[src/rtl/wb_queue_mp_if.sv]
// rtl/wb_queue_mp_if.sv - result-lane and write-port bundle for wb_queue_mp
//
// Purpose: groups the retiring-lane inputs and the register-file write-port
// outputs of the multi-lane writeback queue.
//   i_valid/i_RegWrite/i_MemtoReg/i_PCSrc : per-lane control, lane 0 oldest
//   i_ReadData/i_ALUOut                   : per-lane data, lane k at [k*DW +: DW]
//   i_WA3                                 : per-lane destination, 4 bits per lane
//   o_ready                               : a full N_LANES group can be accepted
//   o_RegWrite/o_WA3/o_Result             : write ports, port 0 oldest
//   o_PCSrc/o_PCResult                    : PC redirect pulse and target
//   o_count/o_overflow                    : occupancy and sticky overflow
// Modports: master drives the lanes (memory stage side), slave is the queue.
interface wb_queue_mp_if #(
  parameter int DW      = 32,
  parameter int N_LANES = 2,
  parameter int N_WP    = 1,
  parameter int DEPTH   = 8
);
  localparam int CW = $clog2(DEPTH) + 1;

  logic [N_LANES-1:0]    i_valid;
  logic [N_LANES-1:0]    i_RegWrite;
  logic [N_LANES-1:0]    i_MemtoReg;
  logic [N_LANES-1:0]    i_PCSrc;
  logic [N_LANES*DW-1:0] i_ReadData;
  logic [N_LANES*DW-1:0] i_ALUOut;
  logic [N_LANES*4-1:0]  i_WA3;

  logic                  o_ready;
  logic [N_WP-1:0]       o_RegWrite;
  logic [N_WP*4-1:0]     o_WA3;
  logic [N_WP*DW-1:0]    o_Result;
  logic                  o_PCSrc;
  logic [DW-1:0]         o_PCResult;
  logic [CW-1:0]         o_count;
  logic                  o_overflow;

  modport master (
    output i_valid, i_RegWrite, i_MemtoReg, i_PCSrc, i_ReadData, i_ALUOut, i_WA3,
    input  o_ready, o_RegWrite, o_WA3, o_Result, o_PCSrc, o_PCResult, o_count, o_overflow
  );

  modport slave (
    input  i_valid, i_RegWrite, i_MemtoReg, i_PCSrc, i_ReadData, i_ALUOut, i_WA3,
    output o_ready, o_RegWrite, o_WA3, o_Result, o_PCSrc, o_PCResult, o_count, o_overflow
  );
endinterface

[src/rtl/wb_queue_mp.sv]
// rtl/wb_queue_mp.sv - multi-lane writeback queue draining to N_WP write ports
//
// Purpose: accepts up to N_LANES retiring results per cycle, selects memory or
// ALU data, compacts useful lanes in order into a circular queue and drains up
// to N_WP oldest entries per cycle to the register file. A PC-redirect entry
// always occupies the last port used in its cycle.
// Ports:
//   clk  : rising-edge clock
//   rst  : asynchronous active-high reset, empties the queue
//   bus  : wb_queue_mp_if.slave (lane inputs, write ports, status)
// Configuration macro: WB_COLLAPSE_EN - when defined, an older same-cycle
// write to the same register as a younger drained write is suppressed.
module wb_queue_mp #(
  parameter int DW      = 32,
  parameter int N_LANES = 2,
  parameter int N_WP    = 1,
  parameter int DEPTH   = 8
) (
  input  logic          clk,
  input  logic          rst,
  wb_queue_mp_if.slave  bus
);
  localparam int PW = $clog2(DEPTH);
  localparam int CW = PW + 1;

  typedef struct packed {
    logic          regWrite;
    logic          pcSrc;
    logic [3:0]    wa3;
    logic [DW-1:0] result;
  } entry_t;

  entry_t        mem [DEPTH];
  logic [PW-1:0] head;
  logic [PW-1:0] tail;
  logic [CW-1:0] count;
  logic          overflow;
  logic          ready;

  // Enqueue side
  logic [N_LANES-1:0] useful;
  logic [PW-1:0]      laneOff [N_LANES];
  entry_t             laneEnt [N_LANES];
  logic [CW-1:0]      nEnq;

  // Drain side
  logic [N_WP-1:0] portRw;
  logic [3:0]      portWa  [N_WP];
  logic [DW-1:0]   portRes [N_WP];
  logic            pcOut;
  logic [DW-1:0]   pcRes;
  logic [CW-1:0]   nDrain;
  logic            stop;
  entry_t          cur;

  // Readiness looks only at registered occupancy, so a drain in the same
  // cycle cannot open the door for a group.
  assign ready = (CW'(DEPTH) - count) >= CW'(N_LANES);

  // Running prefix count of useful lanes gives each lane its slot offset
  // from the tail, which compacts the group in lane order.
  always_comb begin
    useful = '0;
    nEnq   = '0;
    for (int k = 0; k < N_LANES; k++) begin
      useful[k]  = bus.i_valid[k] & (bus.i_RegWrite[k] | bus.i_PCSrc[k]);
      laneOff[k] = nEnq[PW-1:0];
      nEnq       = nEnq + {{(CW-1){1'b0}}, useful[k]};
      laneEnt[k] = '{regWrite: bus.i_RegWrite[k],
                     pcSrc:    bus.i_PCSrc[k],
                     wa3:      bus.i_WA3[k*4 +: 4],
                     result:   bus.i_MemtoReg[k] ? bus.i_ReadData[k*DW +: DW]
                                                 : bus.i_ALUOut[k*DW +: DW]};
    end
  end

  // Present the oldest entries in port order; a PC entry ends the cycle's
  // drain so that it is always the last port used.
  always_comb begin
    portRw = '0;
    pcOut  = 1'b0;
    pcRes  = '0;
    nDrain = '0;
    stop   = 1'b0;
    cur    = '0;
    for (int p = 0; p < N_WP; p++) begin
      portWa[p]  = '0;
      portRes[p] = '0;
      cur = mem[head + PW'(p)];
      if (!stop && (CW'(p) < count)) begin
        portRw[p]  = cur.regWrite;
        portWa[p]  = cur.wa3;
        portRes[p] = cur.result;
        nDrain     = nDrain + CW'(1);
        if (cur.pcSrc) begin
          pcOut = 1'b1;
          pcRes = cur.result;
          stop  = 1'b1;
        end
      end
    end
`ifdef WB_COLLAPSE_EN
    // Lower port index is older; drop it when a younger port hits the same
    // register so only the youngest write lands.
    for (int i = 0; i < N_WP; i++) begin
      for (int j = i + 1; j < N_WP; j++) begin
        if (portRw[i] && portRw[j] && (portWa[i] == portWa[j])) begin
          portRw[i] = 1'b0;
        end
      end
    end
`endif
  end

  always_ff @(posedge clk or posedge rst) begin
    if (rst) begin
      head     <= '0;
      tail     <= '0;
      count    <= '0;
      overflow <= 1'b0;
    end else begin
      head  <= head + nDrain[PW-1:0];
      count <= count + (ready ? nEnq : '0) - nDrain;
      if (ready) begin
        tail <= tail + nEnq[PW-1:0];
      end else if (|bus.i_valid) begin
        overflow <= 1'b1;
      end
    end
  end

  // Storage needs no reset: occupancy alone decides what is visible.
  always_ff @(posedge clk) begin
    if (!rst && ready) begin
      for (int k = 0; k < N_LANES; k++) begin
        if (useful[k]) begin
          mem[tail + laneOff[k]] <= laneEnt[k];
        end
      end
    end
  end

  assign bus.o_ready    = ready;
  assign bus.o_count    = count;
  assign bus.o_overflow = overflow;
  assign bus.o_PCSrc    = pcOut;
  assign bus.o_PCResult = pcRes;
  assign bus.o_RegWrite = portRw;

  always_comb begin
    bus.o_WA3    = '0;
    bus.o_Result = '0;
    for (int p = 0; p < N_WP; p++) begin
      bus.o_WA3[p*4 +: 4]     = portWa[p];
      bus.o_Result[p*DW +: DW] = portRes[p];
    end
  end
endmodule
[src/flat_wrapper.sv]
// flat-port wrapper written by rule: the top's interface ports become plain ports
module wb_queue_mp_flat 
#(
  parameter int DW      = 32,
  parameter int N_LANES = 2,
  parameter int N_WP    = 1,
  parameter int DEPTH   = 8
)
  (clk, rst, bus_i_valid, bus_i_RegWrite, bus_i_MemtoReg, bus_i_PCSrc, bus_i_ReadData, bus_i_ALUOut, bus_i_WA3, bus_o_ready, bus_o_RegWrite, bus_o_WA3, bus_o_Result, bus_o_PCSrc, bus_o_PCResult, bus_o_count, bus_o_overflow);
  wb_queue_mp_if #(.DW(DW), .N_LANES(N_LANES), .N_WP(N_WP), .DEPTH(DEPTH)) bus_i ();
  input  logic clk;
  input  logic rst;
  input wire logic [$bits(bus_i.i_valid)-1:0] bus_i_valid;
  input wire logic [$bits(bus_i.i_RegWrite)-1:0] bus_i_RegWrite;
  input wire logic [$bits(bus_i.i_MemtoReg)-1:0] bus_i_MemtoReg;
  input wire logic [$bits(bus_i.i_PCSrc)-1:0] bus_i_PCSrc;
  input wire logic [$bits(bus_i.i_ReadData)-1:0] bus_i_ReadData;
  input wire logic [$bits(bus_i.i_ALUOut)-1:0] bus_i_ALUOut;
  input wire logic [$bits(bus_i.i_WA3)-1:0] bus_i_WA3;
  output wire logic [$bits(bus_i.o_ready)-1:0] bus_o_ready;
  output wire logic [$bits(bus_i.o_RegWrite)-1:0] bus_o_RegWrite;
  output wire logic [$bits(bus_i.o_WA3)-1:0] bus_o_WA3;
  output wire logic [$bits(bus_i.o_Result)-1:0] bus_o_Result;
  output wire logic [$bits(bus_i.o_PCSrc)-1:0] bus_o_PCSrc;
  output wire logic [$bits(bus_i.o_PCResult)-1:0] bus_o_PCResult;
  output wire logic [$bits(bus_i.o_count)-1:0] bus_o_count;
  output wire logic [$bits(bus_i.o_overflow)-1:0] bus_o_overflow;
  assign bus_i.i_valid = bus_i_valid;
  assign bus_i.i_RegWrite = bus_i_RegWrite;
  assign bus_i.i_MemtoReg = bus_i_MemtoReg;
  assign bus_i.i_PCSrc = bus_i_PCSrc;
  assign bus_i.i_ReadData = bus_i_ReadData;
  assign bus_i.i_ALUOut = bus_i_ALUOut;
  assign bus_i.i_WA3 = bus_i_WA3;
  assign bus_o_ready = bus_i.o_ready;
  assign bus_o_RegWrite = bus_i.o_RegWrite;
  assign bus_o_WA3 = bus_i.o_WA3;
  assign bus_o_Result = bus_i.o_Result;
  assign bus_o_PCSrc = bus_i.o_PCSrc;
  assign bus_o_PCResult = bus_i.o_PCResult;
  assign bus_o_count = bus_i.o_count;
  assign bus_o_overflow = bus_i.o_overflow;
  wb_queue_mp #(.DW(DW), .N_LANES(N_LANES), .N_WP(N_WP), .DEPTH(DEPTH)) u_core (.clk(clk), .rst(rst), .bus(bus_i));
endmodule
[config.mk]
export PLATFORM = sky130hd
export DESIGN_NAME = wb_queue_mp_flat
export DESIGN_NICKNAME = d
export VERILOG_FILES = /design/src/rtl/wb_queue_mp_if.sv /design/src/rtl/wb_queue_mp.sv /design/src/flat_wrapper.sv
export SDC_FILE = /design/constraint.sdc
export NUM_CORES = 1
export LEC_CHECK = 0
export CORE_ASPECT_RATIO = 1.2
export CORE_MARGIN = 3
export CORE_UTILIZATION = 41
export CTS_CLUSTER_DIAMETER = 60
export DETAILED_ROUTE_END_ITERATION = 8
export PLACE_DENSITY = 0.69
export RECOVER_POWER = 100
export SKIP_LAST_GASP = 1
export SLEW_MARGIN = 5
export SYNTH_ARGS = -nofsm -noshare
export SYNTH_HDL_FRONTEND = slang
export SYNTH_SLANG_ARGS = --single-unit
[constraint.sdc]
create_clock -name clk -period 11.4 [get_ports clk]
set_clock_uncertainty 0.2 [all_clocks]
set_input_delay 2.28 -clock clk [delete_from_list [all_inputs] [get_ports clk]]
set_output_delay 2.28 -clock clk [all_outputs]
set_load 0.02 [all_outputs]
==> impl_metrics.csv <==
group,metric,value,unit
status,outcome,"finished, violations left",
status,violations,"max-capacitance violations, max-slew violations",
global_route,grtUsageTotal,19.90,%
floorplan,design.core.area,39940,µm²
synthesis,synthFlopType,"edfxtp_1",
cts,ctsHoldBuffers,0,
setup_path,crit_path_start_kind,"register",
place,placed_area,19450,µm²
setup_path,rr_endpoint,"u_core.mem[2][18]",
setup_path,r2r-start,"u_core.bus.o_count[2]",
cts,root_buffer,"clkbuf_16",
global_route,grt_pass1_wl,64940,µm
power,total_power,4.821,mW
sta,max_freq,0.1231,GHz
floorplan,pin_count,222,
finish,layout-drive-gt1-share,14.57,%
synthesis,synth-async-reset-ratio,3.492,%
hold_path,whs_path_depth,1,
drt,firstDrtPassIters,5,
cts,insertion_delay,0.50,ns
synthesis,syn_inst,1038,
synthesis,ys_seq_elements,315,
power,p_leak,7.939,nW
synthesis,netlist_area,16630,µm²
synthesis,synth_top_area_share,54.89,%
sta,fin_tns_setup,0,ns
sta,setup_viol,0,
sta,fin_crit_sh,71.26,%
global_route,grt_overflow_total,0,
finish,final_area,20330,µm²
global_route,antenna_found_initial,1,
setup_path,crit_path_end_kind,"output pin",
drt,routed_wl,43240,µm
drt,drcViolationCount,0,
floorplan,die_w,189.9,µm
synthesis,synth-simple-area-share,2.686,%
synthesis,synth_area_leader_cell,"edfxtp_1",
finish,fillerInstances,3358,
place,place_ws,4.919,ns
synthesis,synth_edf_count,304,
synthesis,seq_area_frac_synth,56.55,%
cts,cts_setup_buffers,0,
finish,final_cell_count_no_fill,1804,
place,place.gp.congestion,0.7876,
cts,path_clk_slew,0.06,ns
sta,hold_viol_final,0,
sta,setup_slack,3.277,ns
sta,slew_headroom,-145.6,%
cts,htree_levels,2,
sta,rsz0062_at_grt,"false",
floorplan,die_y,226.6,µm
finish,nNetsFinal,1409,
synthesis,ys_top_cells_by_area,"edfxtp_1 55%, mux2i_1 22%, mux4_2 10%",
drt,vias,9990,
floorplan,die-area,43020,µm²
finish,area_growth,22.25,%
floorplan,rows,80,
drt,ant_nets,0,
cts,clockBufferDepth,3,
synthesis,yosysUniqueCellTypes,42,
global_route,grt_pass1_vias,10660,
synthesis,synthMuxAreaShare,35.15,%
cts,cts_sinks,315,
synthesis,synth_xor_area_share,0.4740,%
drt,wl_per_cell,23.97,µm
power,cellPowerDensity,237.2,nW/µm²
place,dp_hpwl,25730,µm
job,max_cap_violations,19,
drt,viasPerCell,5.538,
setup_path,required,8.92,ns
global_route,grt_max_degree,54,
cts,cts_resized,0,
setup_path,critPathKind,"reg2out",
place,port_buffers,221,
setup_path,reg2reg_slack,5.50,ns
synthesis,syn_nets,1200,
floorplan,initial_core_util,41.64,%
hold_path,hold_start,"u_core.bus.o_overflow",
cts,cts_tree,"yes",
sta,worstMarginPinSlew,3.684,ns
hold_path,min_to,"u_core.bus.o_overflow",
synthesis,synth_top_family_by_area,"multiplexers",
cts,numCtsBuffers,34,
drt,drt-initial-drc-count,729,
synthesis,synth_compound_area_share,1.046,%
setup_path,critPathArrivalTime,5.64,ns
place,placedCellCount,1744,
synthesis,syn_area_per_cell,16.02,µm²
setup_path,reg2reg_depth,5,
setup_path,cp_max_fo,31,
synthesis,ys.warnings.count,0,
synthesis,synth_fa_ha_area_share,1.294,%
sta,post-route-min-period,8.123,ns
sta,slew_viol_final,553,
power,vdd_drop_max,0.1422,mV
hold_path,min_path_type,"reg2reg",
## layout by cell type (no fill, tap or decap), drive strengths merged, types with 3 or more instances in the layout
cell	count
nand2	4
ha	14
xnor2	6
inv	18
o21ai	7
edfxtp	304
nor4	4
nand2b	3
clkinv	9
mux4	75
buf	8
xor2	3
mux2i	359
clkbuf	66
clkdlybuf4s50	141
a21oi	4
and2	3
mux2	50
dlygate4sd3	78
dfrtp	11
nor2	74
## layout make-up
class	count	area, µm²	area share, %
multi-input combinational	634	6838	33.63
timing repair buffer	247	2322	11.42
tap	533	666.9	3.280
clock buffer	46	927.1	4.561
sequential	315	9412	46.29
antenna	1	2.502	0.01231
clock inverter	13	105.1	0.5170
inverter	15	56.30	0.2770
## Yosys cell counts, types with 5 or more instances
library cell  count
mux2i_1         359
buf_6             5
buf_4            13
buf_1             8
mux2_2           42
mux2_1            8
inv_1            15
nor2_1           74
clkbuf_1         20
edfxtp_1        304
buf_2            27
dfrtp_1          11
xnor2_1           6
ha_1             14
mux4_2           75
## cell families after synthesis
kind of cell,count (synthesis)
xor gates and xnor gates,9
DFF,315
buffers and inverters,89
adders and majority gates,16
AOI/OAI and AO/OA,24
muxes,484
and+or+nand+nor,101
## power breakdown
| part | internal [mW] | leakage, nW | switching (mW) |
|---|---|---|---|
| Combinational | 0.954 | 4.55 | 1.18 |
| Sequential | 1.49 | 2.88 | 0.155 |
| Clock | 0.597 | 0.510 | 0.443 |
| Total | 3.04 | 7.94 | 1.78 |
## routing by layer
metal	vias up	wire, µm	part of all wire [%]	track usage [%]
met3	59	2062	4.8	2.505
met4	0	894	2.1	5.296
li1	4521	-	-	-
met1	5104	18520	43	26.49
met2	306	21750	50	34.63
met5	-	0	0	0
## registers in the layout, summed over array words and instances, names as in the netlist
register,flops
u_core.mem,304
u_core.tail,3
u_core.bus.o_overflow,1
u_core.bus.o_count,4
u_core.head,3
## worst max path at each step
stage | from | to | slack (ns)
global route | u_core.head[0] | bus_o_PCResult[0] | 2.81
floorplan | rst | u_core.mem[0][0] | 4.00
CTS | u_core.head[2] | bus_o_PCResult[0] | 4.48
global placement | u_core.head[2] | bus_o_PCResult[0] | 5.05
finish | u_core.head[0] | bus_o_PCResult[0] | 3.28
detailed placement | u_core.head[2] | bus_o_PCResult[0] | 4.92
## worst max-delay path: stages (launching register included)
cell	delay, ns
dfrtp_1	1.70
mux4_2	0.66
nor2_1	0.10
nand4b_1	0.71
clkbuf_1	0.97
nor2_1	0.26
dlygate4sd3_1	0.75
## per-stage QoR
step	utilization [%]	hold slack, ns
floorplan	-	0.2731
global placement	48.69	0.2798
detailed placement	48.69	0.2935
CTS	51.28	0.3105
global route	50.90	0.3052
finish	50.90	0.3025
(Power assumes the default switching activity.)
